[config.mk]
export PLATFORM = sky130hd
export DESIGN_NAME = tof_i2c_arbiter_flat
export DESIGN_NICKNAME = d
export VERILOG_FILES = /design/src/rtl/tof_bus_pkg.sv /design/src/rtl/tof_i2c_arbiter_if.sv /design/src/rtl/tof_i2c_arbiter_rr_select.sv /design/src/rtl/tof_i2c_arbiter.sv /design/src/flat_wrapper.sv
export SDC_FILE = /design/constraint.sdc
export NUM_CORES = 1
export LEC_CHECK = 0
export ABC_AREA = 0
export BUFFER_PORTS_ARGS = -buffer_cell sky130_fd_sc_hd__buf_2
export CAP_MARGIN = 25
export CORE_ASPECT_RATIO = 0.75
export CORE_MARGIN = 10
export CORE_UTILIZATION = 52
export DETAILED_ROUTE_END_ITERATION = 10
export HOLD_SLACK_MARGIN = 0.06
export MAX_ROUTING_LAYER = met4
export PLACE_DENSITY = 0.95
export RECOVER_POWER = 25
export SETUP_SLACK_MARGIN = 0.1
export SLEW_MARGIN = 30
export SYNTH_ARGS = -nofsm -noshare
export SYNTH_HDL_FRONTEND = slang
export SYNTH_SLANG_ARGS = --single-unit
[constraint.sdc]
create_clock -name clk -period 5.79 [get_ports clk]
set_clock_uncertainty 0.15 [all_clocks]
set_input_delay 0.579 -clock clk [delete_from_list [all_inputs] [get_ports clk]]
set_output_delay 0.579 -clock clk [all_outputs]
set_load 0.05 [all_outputs]
[src/rtl/tof_bus_pkg.sv]
// Shared types and widths for the ToF sensor I2C arbiter.
// Holds the field widths of a byte transfer, the arbiter state encoding
// and the packed transfer payload forwarded to the I2C master.
package tof_bus_pkg;

    localparam int unsigned TOF_ADDR_W = 16;
    localparam int unsigned TOF_NB_W   = 17;
    localparam int unsigned TOF_DATA_W = 8;

    typedef enum logic [1:0] {
        IDLE,
        ISSUE,
        WAIT_DONE,
        HOLD
    } arb_state_t;

    typedef struct packed {
        logic [TOF_ADDR_W-1:0] addr;
        logic                  is_read;
        logic [TOF_NB_W-1:0]   nb_bytes;
        logic [TOF_DATA_W-1:0] wdata;
    } tof_xfer_t;

endpackage

[src/rtl/tof_i2c_arbiter_if.sv]
// Requester and I2C-master signals of the ToF arbiter.
// slave  : arbiter view (takes requests, drives grant/done/error and m_*).
// master : environment view (sensor controllers plus the I2C master engine).
interface tof_i2c_arbiter_if
    import tof_bus_pkg::*;
#(
    parameter int unsigned N_REQ = 4
);

    logic [N_REQ-1:0]                 req_valid;
    logic [N_REQ-1:0]                 req_lock;
    logic [N_REQ-1:0][TOF_ADDR_W-1:0] req_addr;
    logic [N_REQ-1:0]                 req_is_read;
    logic [N_REQ-1:0][TOF_NB_W-1:0]   req_nb_bytes;
    logic [N_REQ-1:0][TOF_DATA_W-1:0] req_wdata;
    logic [N_REQ-1:0]                 grant;
    logic [N_REQ-1:0]                 req_done;
    logic [N_REQ-1:0]                 req_error;
    logic [TOF_DATA_W-1:0]            req_rdata;
    logic                             m_start;
    logic [TOF_ADDR_W-1:0]            m_addr;
    logic                             m_is_read;
    logic [TOF_NB_W-1:0]              m_nb_bytes;
    logic [TOF_DATA_W-1:0]            m_wdata;
    logic                             m_ready;
    logic                             m_error;
    logic [TOF_DATA_W-1:0]            m_rdata;
    logic                             busy;

    modport slave (
        input  req_valid, req_lock, req_addr, req_is_read, req_nb_bytes, req_wdata,
        input  m_ready, m_error, m_rdata,
        output grant, req_done, req_error, req_rdata,
        output m_start, m_addr, m_is_read, m_nb_bytes, m_wdata, busy
    );

    modport master (
        output req_valid, req_lock, req_addr, req_is_read, req_nb_bytes, req_wdata,
        output m_ready, m_error, m_rdata,
        input  grant, req_done, req_error, req_rdata,
        input  m_start, m_addr, m_is_read, m_nb_bytes, m_wdata, busy
    );

endinterface

[src/rtl/tof_i2c_arbiter_rr_select.sv]
// Combinational round-robin picker.
// req_i   : pending requests
// ptr_i   : index of the last owner (lowest priority)
// gnt_c   : one-hot winner, first set bit after ptr_i, wrapping
// idx_c   : index of the winner
// valid_c : any request present
module rr_select #(
    parameter int unsigned N_REQ = 4,
    parameter int unsigned IDX_W = 2
) (
    input  logic [N_REQ-1:0] req_i,
    input  logic [IDX_W-1:0] ptr_i,
    output logic [N_REQ-1:0] gnt_c,
    output logic [IDX_W-1:0] idx_c,
    output logic             valid_c
);

    logic [31:0] cand;

    // Scan ptr+1 .. ptr+N_REQ so the last owner is considered last.
    always_comb begin
        gnt_c   = '0;
        idx_c   = '0;
        valid_c = 1'b0;
        cand    = '0;
        for (int unsigned k = 1; k <= N_REQ; k++) begin
            cand = (32'(ptr_i) + k) % N_REQ;
            if (!valid_c && req_i[IDX_W'(cand)]) begin
                valid_c                = 1'b1;
                gnt_c[IDX_W'(cand)]    = 1'b1;
                idx_c                  = IDX_W'(cand);
            end
        end
    end

endmodule

[src/rtl/tof_i2c_arbiter.sv]
// Shares one I2C master between N_REQ ToF sensor controllers.
// Round-robin grants, optional bus lock across multi-byte bursts,
// and a watchdog that releases the bus when the master stalls.
// clk, reset : clock, asynchronous active-high reset
// bus        : requester fields in, grant/done/error/rdata out,
//              m_* forwarded to the I2C master, busy out
module tof_i2c_arbiter
    import tof_bus_pkg::*;
#(
    parameter int unsigned N_REQ          = 4,
    parameter int unsigned TIMEOUT_CYCLES = 100000,
    parameter int unsigned CNT_W          = 17
) (
    input  logic              clk,
    input  logic              reset,
    tof_i2c_arbiter_if.slave  bus
);

    localparam int unsigned     IDX_W    = (N_REQ > 1) ? $clog2(N_REQ) : 1;
    localparam logic [CNT_W-1:0] CNT_LAST = CNT_W'(TIMEOUT_CYCLES - 1);

    arb_state_t            state_q, state_d;
    logic [N_REQ-1:0]      grant_q, grant_d;
    logic [N_REQ-1:0]      done_q, done_d;
    logic [N_REQ-1:0]      error_q, error_d;
    logic [IDX_W-1:0]      owner_q, owner_d;
    logic [IDX_W-1:0]      ptr_q, ptr_d;
    logic [CNT_W-1:0]      cnt_q, cnt_d;
    tof_xfer_t             xfer_q, xfer_d;
    logic                  m_start_q, m_start_d;
    logic [TOF_DATA_W-1:0] rdata_q, rdata_d;
    logic                  busy_q, busy_d;

    logic [N_REQ-1:0]      win_c;
    logic [IDX_W-1:0]      win_idx_c;
    logic                  win_valid_c;
    logic [IDX_W-1:0]      cap_idx_c;
    tof_xfer_t             cap_xfer_c;
    logic                  timeout_c;
    logic                  release_c;
    logic                  fault_c;

    rr_select #(
        .N_REQ (N_REQ),
        .IDX_W (IDX_W)
    ) u_rr_select (
        .req_i   (bus.req_valid),
        .ptr_i   (ptr_q),
        .gnt_c   (win_c),
        .idx_c   (win_idx_c),
        .valid_c (win_valid_c)
    );

    // A locked owner recaptures its own fields; otherwise the arbitration winner's.
    assign cap_idx_c           = (state_q == HOLD) ? owner_q : win_idx_c;
    assign cap_xfer_c.addr     = bus.req_addr[cap_idx_c];
    assign cap_xfer_c.is_read  = bus.req_is_read[cap_idx_c];
    assign cap_xfer_c.nb_bytes = bus.req_nb_bytes[cap_idx_c];
    assign cap_xfer_c.wdata    = bus.req_wdata[cap_idx_c];
    assign timeout_c           = (cnt_q == CNT_LAST);

    // Next-state and registered-output logic.
    always_comb begin
        state_d   = state_q;
        grant_d   = grant_q;
        owner_d   = owner_q;
        ptr_d     = ptr_q;
        xfer_d    = xfer_q;
        m_start_d = m_start_q;
        rdata_d   = rdata_q;
        done_d    = '0;
        error_d   = '0;
        release_c = 1'b0;
        fault_c   = 1'b0;
        cnt_d     = (state_q == IDLE) ? '0 : cnt_q + CNT_W'(1);

        case (state_q)
            IDLE: begin
                if (win_valid_c) begin
                    grant_d   = win_c;
                    owner_d   = win_idx_c;
                    xfer_d    = cap_xfer_c;
                    m_start_d = 1'b1;
                    state_d   = ISSUE;
                    cnt_d     = '0;
                end
            end
            ISSUE: begin
                if (bus.m_error || timeout_c) begin
                    release_c = 1'b1;
                    fault_c   = 1'b1;
                end else if (!bus.m_ready) begin
                    m_start_d = 1'b0;
                    state_d   = WAIT_DONE;
                    cnt_d     = '0;
                end
            end
            WAIT_DONE: begin
                // Error wins over a simultaneous completion.
                if (bus.m_error || timeout_c) begin
                    release_c = 1'b1;
                    fault_c   = 1'b1;
                end else if (bus.m_ready) begin
                    rdata_d = bus.m_rdata;
                    done_d  = grant_q;
                    if (bus.req_lock[owner_q]) begin
                        state_d = HOLD;
                        cnt_d   = '0;
                    end else begin
                        release_c = 1'b1;
                    end
                end
            end
            HOLD: begin
                if (timeout_c) begin
                    release_c = 1'b1;
                    fault_c   = 1'b1;
                end else if (bus.req_valid[owner_q]) begin
                    xfer_d    = cap_xfer_c;
                    m_start_d = 1'b1;
                    state_d   = ISSUE;
                    cnt_d     = '0;
                end else if (!bus.req_lock[owner_q]) begin
                    release_c = 1'b1;
                end
            end
            default: state_d = IDLE;
        endcase

        // Release: releasing owner becomes lowest priority for the next pick.
        if (release_c) begin
            grant_d   = '0;
            m_start_d = 1'b0;
            ptr_d     = owner_q;
            state_d   = IDLE;
            cnt_d     = '0;
            if (fault_c) begin
                error_d = grant_q;
            end
        end

        busy_d = |grant_d;
    end

    // State and output registers.
    always_ff @(posedge clk or posedge reset) begin
        if (reset) begin
            state_q   <= IDLE;
            grant_q   <= '0;
            done_q    <= '0;
            error_q   <= '0;
            owner_q   <= '0;
            ptr_q     <= IDX_W'(N_REQ - 1);
            cnt_q     <= '0;
            xfer_q    <= '0;
            m_start_q <= 1'b0;
            rdata_q   <= '0;
            busy_q    <= 1'b0;
        end else begin
            state_q   <= state_d;
            grant_q   <= grant_d;
            done_q    <= done_d;
            error_q   <= error_d;
            owner_q   <= owner_d;
            ptr_q     <= ptr_d;
            cnt_q     <= cnt_d;
            xfer_q    <= xfer_d;
            m_start_q <= m_start_d;
            rdata_q   <= rdata_d;
            busy_q    <= busy_d;
        end
    end

    assign bus.grant      = grant_q;
    assign bus.req_done   = done_q;
    assign bus.req_error  = error_q;
    assign bus.req_rdata  = rdata_q;
    assign bus.m_start    = m_start_q;
    assign bus.m_addr     = xfer_q.addr;
    assign bus.m_is_read  = xfer_q.is_read;
    assign bus.m_nb_bytes = xfer_q.nb_bytes;
    assign bus.m_wdata    = xfer_q.wdata;
    assign bus.busy       = busy_q;

endmodule

[src/flat_wrapper.sv]
// flat-port wrapper written by rule: the top's interface ports become plain ports
module tof_i2c_arbiter_flat import tof_bus_pkg::*;
#(
    parameter int unsigned N_REQ          = 4,
    parameter int unsigned TIMEOUT_CYCLES = 100000,
    parameter int unsigned CNT_W          = 17
)
  (clk, reset, bus_req_valid, bus_req_lock, bus_req_addr, bus_req_is_read, bus_req_nb_bytes, bus_req_wdata, bus_m_ready, bus_m_error, bus_m_rdata, bus_grant, bus_req_done, bus_req_error, bus_req_rdata, bus_m_start, bus_m_addr, bus_m_is_read, bus_m_nb_bytes, bus_m_wdata, bus_busy);
  tof_i2c_arbiter_if #(.N_REQ(N_REQ)) bus_i ();
  input  logic clk;
  input  logic reset;
  input wire logic [$bits(bus_i.req_valid)-1:0] bus_req_valid;
  input wire logic [$bits(bus_i.req_lock)-1:0] bus_req_lock;
  input wire logic [$bits(bus_i.req_addr)-1:0] bus_req_addr;
  input wire logic [$bits(bus_i.req_is_read)-1:0] bus_req_is_read;
  input wire logic [$bits(bus_i.req_nb_bytes)-1:0] bus_req_nb_bytes;
  input wire logic [$bits(bus_i.req_wdata)-1:0] bus_req_wdata;
  input wire logic [$bits(bus_i.m_ready)-1:0] bus_m_ready;
  input wire logic [$bits(bus_i.m_error)-1:0] bus_m_error;
  input wire logic [$bits(bus_i.m_rdata)-1:0] bus_m_rdata;
  output wire logic [$bits(bus_i.grant)-1:0] bus_grant;
  output wire logic [$bits(bus_i.req_done)-1:0] bus_req_done;
  output wire logic [$bits(bus_i.req_error)-1:0] bus_req_error;
  output wire logic [$bits(bus_i.req_rdata)-1:0] bus_req_rdata;
  output wire logic [$bits(bus_i.m_start)-1:0] bus_m_start;
  output wire logic [$bits(bus_i.m_addr)-1:0] bus_m_addr;
  output wire logic [$bits(bus_i.m_is_read)-1:0] bus_m_is_read;
  output wire logic [$bits(bus_i.m_nb_bytes)-1:0] bus_m_nb_bytes;
  output wire logic [$bits(bus_i.m_wdata)-1:0] bus_m_wdata;
  output wire logic [$bits(bus_i.busy)-1:0] bus_busy;
  assign bus_i.req_valid = bus_req_valid;
  assign bus_i.req_lock = bus_req_lock;
  assign bus_i.req_addr = bus_req_addr;
  assign bus_i.req_is_read = bus_req_is_read;
  assign bus_i.req_nb_bytes = bus_req_nb_bytes;
  assign bus_i.req_wdata = bus_req_wdata;
  assign bus_i.m_ready = bus_m_ready;
  assign bus_i.m_error = bus_m_error;
  assign bus_i.m_rdata = bus_m_rdata;
  assign bus_grant = bus_i.grant;
  assign bus_req_done = bus_i.req_done;
  assign bus_req_error = bus_i.req_error;
  assign bus_req_rdata = bus_i.req_rdata;
  assign bus_m_start = bus_i.m_start;
  assign bus_m_addr = bus_i.m_addr;
  assign bus_m_is_read = bus_i.m_is_read;
  assign bus_m_nb_bytes = bus_i.m_nb_bytes;
  assign bus_m_wdata = bus_i.m_wdata;
  assign bus_busy = bus_i.busy;
  tof_i2c_arbiter #(.N_REQ(N_REQ), .TIMEOUT_CYCLES(TIMEOUT_CYCLES), .CNT_W(CNT_W)) u_core (.clk(clk), .reset(reset), .bus(bus_i));
endmodule
# After elaboration in Yosys (flattened, before gate mapping)

Cells that the tools add are included.

Output and inout bits: 64
Input bits: 188
Flip-flop bits (word level): 87
Logic and storage cells: 159

Equal/unequal tests: 15
Bitwise operators: 4
Add/sub/neg operators: 5
Reductions and logical operators: 21
$lt $le $gt $ge: 10
Multiplexer cells: 90

Operators with widths:

| kind                                                                  | number |
|---|---|
| 17-bit 2-to-1 mux                                                     | 11 |
| 42-bit 2-to-1 mux                                                     | 3 |
| 42-bit case mux with 2 select lines                                   | 1 |
| 17-bit case mux with 4 select lines                                   | 1 |
| 4-bit 2-to-1 mux                                                      | 12 |
| 17-bit binary-select mux with 2-bit select                            | 1 |
| 16-bit binary-select mux with 2-bit select                            | 1 |
| 1-bit 2-to-1 mux                                                      | 28 |
| 2-bit 2-to-1 mux                                                      | 14 |
| 2-bit by 3-bit < comparator with 1-bit output, second input constant  | 6 |
| 3-bit by 2-bit != test with 1-bit output, second input constant       | 6 |
| 17-bit by 1-bit adder with 17-bit output, second input constant       | 1 |
| 17-bit == test, second input constant                                 | 1 |
| 8-bit binary-select mux with 2-bit select                             | 1 |
| 16-bit 2-to-1 mux                                                     | 1 |
| 1-bit binary-select mux with 2-bit select                             | 7 |
| 4-bit OR                                                              | 3 |
| 1-bit demux with 2-bit select                                         | 4 |
| 2-bit by 1-bit >= comparator with 1-bit output, second input constant | 4 |
| 8-bit 2-to-1 mux                                                      | 1 |
| 2-bit case mux with 4 select lines                                    | 1 |
| 8-bit AND reduction                                                   | 1 |
| 1-bit logical AND                                                     | 7 |
| 2-bit != test, second input constant                                  | 3 |
| other kinds (20)                                                      | 26 |

# Depth between registers and ports, before layout

Gate-level depths: netlist of run 1.

Depth in word-level cells: 19
Gate-level depth with buffers: 11
Depth with buffers taken out: 8

# Hierarchy

Synthesis of run 1 repeated with hierarchy kept, for this count alone.

Cell total of the unflattened synthesis: 424
Area, all modules: 5410.2 µm²

By module, submodules not included:

| module          | seq. area each (µm²) | instances | area an instance (µm²) | cells an instance |
|---|---|---|---|---|
| tof_i2c_arbiter | 2179.6               | 1         | 4780.8                 | 338 |
| rr_select       | 0.0                  | 1         | 629.4                  | 86 |

# Worst setup path after synthesis of run 1

No wires, ideal clock.

Path kind: register to register
Start: register u_core.ptr_q[0]
End: register u_core.xfer_q, in the netlist u_core.bus.m_addr[10]
Arrival: 2828 ps
Period minus slack after synthesis: 3103 ps
Stages on the path, launching flop included: 11
Path slack: 2687 ps
Required time: 5515 ps
Cell sequence: dfstp_2 -> buf_6 -> inv_1 -> ha_1 -> mux4_2 -> nor2b_4 -> or3_4 -> a31oi_4 -> buf_8 -> mux2i_1 -> mux2_2

Longest elaborated chain between the ends: 19
Elaborated cells between the ends (all ways): 35

RTL lines:

| element                                    | line                            | text |
|---|---|---|
| start: declaration                         | tof_i2c_arbiter.sv:27           | `logic [IDX_W-1:0] ptr_q, ptr_d;` |
| start signal: assignment                   | tof_i2c_arbiter.sv:153          | `ptr_q <= IDX_W'(N_REQ - 1);` |
| start signal: assignment                   | tof_i2c_arbiter.sv:165          | `ptr_q <= ptr_d;` |
| 2-bit by 1-bit adder with 2-bit output     | tof_i2c_arbiter_rr_select.sv:27 | `cand = (32'(ptr_i) + k) % N_REQ;` |
| 1-bit binary-select mux with 2-bit select  | tof_i2c_arbiter_rr_select.sv:28 | `if (!valid_c && req_i[IDX_W'(cand)]) begin` |
| 1-bit 2-to-1 mux (implied by the code)     | tof_i2c_arbiter_rr_select.sv:28 |  |
| 1-bit 2-to-1 mux                           | tof_i2c_arbiter_rr_select.sv:28 |  |
| 1-bit zero test                            | tof_i2c_arbiter_rr_select.sv:28 |  |
| 1-bit logical AND                          | tof_i2c_arbiter_rr_select.sv:28 |  |
| 1-bit 2-to-1 mux                           | tof_i2c_arbiter_rr_select.sv:28 |  |
| 1-bit zero test                            | tof_i2c_arbiter_rr_select.sv:28 |  |
| [... 3 more ...]                           | -                               |  |
| 1-bit logical AND                          | tof_i2c_arbiter_rr_select.sv:28 |  |
| 2-bit 2-to-1 mux                           | tof_i2c_arbiter_rr_select.sv:28 |  |
| 2-bit 2-to-1 mux                           | tof_i2c_arbiter.sv:55           | `assign cap_idx_c = (state_q == HOLD) ? owner_q : win_idx_c;` |
| 16-bit binary-select mux with 2-bit select | tof_i2c_arbiter.sv:56           | `assign cap_xfer_c.addr = bus.req_addr[cap_idx_c];` |
| 16-bit 2-to-1 mux (implied by the code)    | tof_i2c_arbiter.sv:56           |  |
| 42-bit 2-to-1 mux                          | tof_i2c_arbiter.sv:118          | `end else if (bus.req_valid[owner_q]) begin` |
| 42-bit 2-to-1 mux                          | tof_i2c_arbiter.sv:115          | `if (timeout_c) begin` |
| 42-bit case mux with 2 select lines        | tof_i2c_arbiter.sv:77           | `case (state_q)` |
| end signal: assignment                     | tof_i2c_arbiter.sv:167          | `xfer_q <= xfer_d;` |
| end: declaration                           | tof_i2c_arbiter.sv:29           | `tof_xfer_t xfer_q, xfer_d;` |

Parallel ways exist; a longest one is shown, timed or not. The select of a mux whose other input is x is not followed.
A chain may end at the register's enable or synchronous reset.

# Final worst setup path of run 1

Start: register u_core.ptr_q[0]
End: register u_core.xfer_q, in the netlist u_core.bus.m_addr[3]

Same word-level chain as after synthesis.

==> results of run 1 <==
[per-layer routing]
metal,vias to the layer above,part of all wire (%)
li1,2224,-
met1,2301,39
met2,166,53
met3,22,6.2
met4,0,1.6
met5,-,0
[registers in the layout, indices dropped and copies added, names as in the netlist]
| register | cells |
|---|---|
| u_core.state_q | 2 |
| u_core.bus.req_rdata | 8 |
| u_core.bus.m_addr | 16 |
| u_core.bus.m_is_read | 1 |
| u_core.bus.grant | 4 |
| u_core.ptr_q | 2 |
| u_core.bus.m_start | 1 |
| u_core.owner_q | 2 |
| u_core.cnt_q | 17 |
| u_core.bus.busy | 1 |
| u_core.bus.req_error | 4 |
| u_core.bus.m_nb_bytes | 17 |
| u_core.bus.m_wdata | 8 |
| u_core.bus.req_done | 4 |
[power groups by stage]
stage	logic (mW)	registers, mW	clock network (mW)
3_5_place_dp	3.08	1.03	0
3_3_place_gp	2.97	1.01	0
6_report	3.08	1.02	0.570
2_1_floorplan	1.90	1.68	0
4_1_cts	3.10	1.02	0.582
5_1_grt	3.27	1.05	0.606
[cells by family after synthesis]
family	after synthesis	share of synthesized area, %
buffers and inverters	38	4.68
flip-flops	87	39.2
AND/OR/NAND/NOR	103	9.80
XOR/XNOR	15	2.36
AO/OA/AOI/OAI	37	5.19
multiplexers	189	35.9
adder cells (fa/ha/maj)	13	2.92
[how the worst min path moves through the flow]
stage	to	cells after the start	slack (ns)
2_1_floorplan	u_core.cnt_q[0]	1	0.30
3_3_place_gp	u_core.cnt_q[0]	1	0.32
3_5_place_dp	u_core.cnt_q[0]	1	0.34
4_1_cts	u_core.bus.req_rdata[7]	2	0.31
5_1_grt	u_core.bus.req_rdata[7]	2	0.32
6_report	u_core.bus.req_rdata[7]	2	0.33
[cell type report]
cell class / count / area, um^2 / area share, %
clock buffers: 11 / 233 / 3.28
clock inverters: 5 / 58.8 / 0.828
inverters: 9 / 35.0 / 0.493
multi-input cells: 357 / 3150 / 44.3
flip-flops and latches: 87 / 2180 / 30.7
well taps: 136 / 170 / 2.39
repair buffers: 254 / 1280 / 18.0
[layout by cell type, fill, tap and decap left out, types with 9 or more instances in the layout]
master	netlist	final
ha_1	13	13
clkbuf_16	0	9
xor2_1	9	9
dfrtp_1	85	85
nand2_1	14	14
nor2_1	32	32
nand3_1	12	12
buf_2	10	251
and2_1	9	9
mux2i_1	133	133
mux2_2	53	53
==> metrics, run 1 <==
fin cells 859; Clk pwr share 12.2%; post_cts resized 0; Final setup viols 0; routed wire length 17,000 um; Max Fclk 238 MHz; CP max stage delay 0.81 ns; worst reg2reg path depth 8; clock root cell clkbuf_16; met2 Use GR 39.9%; total clock sinks 87; Crit path max-delay family multiplexers; CTS Hold Bufs 0; total gr overflow 0; ANT nets after route 0; top_reg_cell synth dfrtp_1; register area share after synthesis 39.2%; post-synthesis async set-or-reset flop share 100%; CP endpoint u_core.bus.m_addr[3]; first-pass GRT wire length 26,600 um; Worst EP arrival 4.28 ns; Post-synth top cells mux2i_1, dfrtp_1, mux2_2; clock-pin slew on the worst setup and hold paths 0.06 ns; EDFF count, synth 0; vias in the first global route 5,023; Max VDD drop 0.303 mV; critical-path cell list inv_1, ha_1, mux2i_1, o21ai_1, a31oi_4, buf_4, mux2i_1, mux2_2; First DRT Iteration DRCs 240; row count 32; Area growth syn-to-layout 27.7%; worst-path maximum fanout 23; top-count cell post-synth mux2i_1; ANT cells 0; nature of the critical path endpoint flip-flop; Hold/Removal Path Class in2reg; initial antenna violation count 0; GR Layer Usage met3 4.91%; status finished clean; Comb pwr share 66.0%; Detailed Routing Iterations Pass 1 4; crit path time final 4.21 ns; reg2reg setup slack 1.58 ns; largest net degree at the start of global routing 88; Fillers 763; RSZ-0062 raised after global routing false; GR Layer Usage met1 24.0%; Initial Util 53.7%; pre-CTS setup slack 1.61 ns; CTS tree built; Die Ht 110 um; cell count after synthesis 482; gpl congestion 0.913; Critical Path Source Type flip-flop; worst slew pin tran 0.956 ns; die width 139 um; H-tree depth 3; r2r endpoint u_core.bus.m_addr[3]; final worst-path cycle share 72.7%; io pins 252; Sw Ratio 48.3%; power per cell area 656 nW/um^2; fin area 7110 um^2; setup tns final 0 ns; fin util 68.5%; total chip power 4.66 mW; critical path's most frequent cell mux2i_1; Hold Vio Cnt, Final 0; layout cells sized above 1 46.5%; nets@finish 919; CP startpoint u_core.ptr_q[0]; Req. time, crit path 5.86 ns; dpl cell area 6810 um^2; IO buf count 251; GR peak layer met2; Setup Buffers After CTS 0; Max Slew Vio Count 0; synth top area cells dfrtp_1, mux2i_1, mux2_2; Std-Cell Core Area 10,400 um^2; placed instance count 843; Final WS setup 1.58 ns; Syn Area/Cell 11.5 um^2; Num CTS Buffers 9; largest area contributor in the netlist dfrtp_1; Post-Syn Nets 683; Clock Tree Buf Depth 2; total track usage 22.0%; Netlist cell types 50; Rel. slew slack 36.0%; switching power 2.25 mW; worst path bufs/invs 2; Vias 4,713; Hold WS 0.326 ns; DRC 0; Max Cap Violations 0; slowest CP cell a31oi_4; DP Wirelength 13,600 um; Flop pwr share 21.8%; Min-Delay Startpoint bus_m_rdata[7]; Crit Path Category reg2reg; Mapped Area 5560 um^2; Yosys warnings 0; post-synth top area share 38.2%; worst-skew pair later-pin latency 0.34 ns; FF-to-FF Start u_core.ptr_q[0]; routed len/inst 19.8 um; Synth Register Bits 87; Leak 3.66 nW; Die Area 15,300 um^2; Via density 5.49; WP depth 8; Cell Int Power 2.41 mW
No activity file was read; power rests on OpenSTA's default activity.
==> run 2: changes to the inputs <==
- CORE_UTILIZATION: 52 -> 48
- PLACE_DENSITY: 0.95 -> 0.91
- clock period: 5.79 -> 4.4 ns (I/O delays scaled with it)
==> metrics, run 2 (same netlist as run 1, synthesis figures left out) <==
ANT nets after route 0; Die Area 16,300 um^2; Hold/Removal Path Class in2reg; die width 144 um; Area growth syn-to-layout 28.1%; clock root cell clkbuf_16; Final WS setup 0.982 ns; Max Fclk 293 MHz; CTS tree built; nature of the critical path endpoint flip-flop; Rel. slew slack -54.2%; vias in the first global route 4,721; clock-pin slew on the worst setup and hold paths 0.07 ns; total gr overflow 0; Crit Path Category reg2reg; row count 33; Max Slew Vio Count 90; initial antenna violation count 0; commonest non-fill, non-tap cell in the layout buf_2; gpl congestion 0.858; RSZ-0062 raised after global routing false; Max Cap Violations 2; post_cts resized 0; CTS Hold Bufs 0; Req. time, crit path 4.46 ns; worst-path maximum fanout 42; Detailed Routing Iterations Pass 1 4; io pins 252; Die Ht 113 um; nets@finish 922; crit path time final 3.42 ns; setup tns final 0 ns; first-pass GRT wire length 25,100 um; Sw Ratio 48.3%; Flop pwr share 21.7%; final worst-path cycle share 77.7%; power per cell area 859 nW/um^2; largest net degree at the start of global routing 54; Clock Tree Buf Depth 2; failing checks capacitance limit, slew limit; Std-Cell Core Area 11,100 um^2; Leak 3.67 nW; routed len/inst 18.7 um; total clock sinks 87; Clk pwr share 11.7%; Num CTS Buffers 9; pre-CTS setup slack 1.02 ns; switching power 2.96 mW; Worst EP arrival 3.48 ns; ANT cells 0; Fillers 886; IO buf count 251; commonest non-fill, non-tap cells in the layout buf_2, mux2i_1, dfrtp_1, mux2_2, nor2_1; Hold Vio Cnt, Final 0; Vias 4,625; DP Wirelength 13,100 um; Via density 5.34; H-tree depth 3; worst-skew pair later-pin latency 0.34 ns; DRC 0; Cell Int Power 3.16 mW; worst slew pin tran 2.30 ns; Max VDD drop 0.429 mV; total track usage 19.4%; Critical Path Source Type flip-flop; routed wire length 16,200 um; First DRT Iteration DRCs 250; layout cells sized above 1 46.6%; Comb pwr share 66.6%; status finished, violations left; Initial Util 49.9%; Setup Buffers After CTS 0; Final setup viols 0; total chip power 6.12 mW
[run 2: cell count changes in the layout (fill, tap and decap cells not counted), sizes merged]
cell,before,now
buf,254,256
clkinvlp,3,2
inv,8,12
clkinv,2,1
bufinv,1,0
[run 2: worst paths after layout]
| path | startpoint | to | slack, ns | depth (start not counted) |
|---|---|---|---|---|
| max | u_core.ptr_q[0] | u_core.bus.m_wdata[4] | 0.98 | 9 |
| min in group asynchronous | reset | u_core.bus.req_rdata[1] | 0.56 | 2 |
| max reg2reg | u_core.ptr_q[0] | u_core.bus.m_wdata[4] | 0.98 | 9 |
| min reg2reg | u_core.cnt_q[0] | u_core.cnt_q[0] | 0.34 | 1 |
| min | bus_m_rdata[0] | u_core.bus.req_rdata[0] | 0.18 | 2 |
| max in group asynchronous | reset | u_core.bus.m_nb_bytes[3] | 1.11 | 3 |
[run 2: area by class of cell]
| type | count | area [um^2] | area share, % |
|---|---|---|---|
| clock buffer | 10 | 229 | 3.21 |
| clock inverter | 6 | 51.3 | 0.720 |
| inverter | 9 | 35.0 | 0.492 |
| multi-input combinational | 357 | 3130 | 44.0 |
| sequential | 87 | 2180 | 30.6 |
| tap | 140 | 175 | 2.46 |
| timing repair buffer | 257 | 1320 | 18.6 |
[run 2: power by group through the flow]
| stage | registers [mW] | logic (mW) | clock network (mW) |
|---|---|---|---|
| global route | 1.37 | 4.37 | 0.768 |
| floorplan | 2.21 | 2.50 | 0 |
| global placement | 1.31 | 4.02 | 0 |
| CTS | 1.33 | 4.11 | 0.732 |
| finish | 1.33 | 4.08 | 0.713 |
| detailed placement | 1.34 | 4.10 | 0 |
[run 2: critical path: stages (launching register included)]
cell	delay, ns
dfstp_2	0.71
inv_1	0.18
ha_1	0.39
mux4_2	0.32
nor2b_4	0.16
or3_4	0.41
a31oi_4	0.21
buf_12	0.29
mux2i_1	0.14
mux2_2	0.28
[run 2: stage by stage]
stage               instance area (um^2)  instances  util (%)  hold slack, ns
finish                              7130        866      63.9           0.179
global route                        7130        866      63.9           0.175
CTS                                 7130        866      64.0           0.145
detailed placement                  6850        850      61.4           0.333
global placement                    6850        850      61.4           0.326
floorplan                           5560        482         -           0.300
[run 2: routing by layer]
layer  vias to the layer above  GRT usage, %  wire length [um]
met5                         -             -                 0
met4                         0          5.24               296
met3                        21          5.10              1160
met2                       148          33.3              8290
met1                      2220          21.9              6480
li1                       2236             -                 -
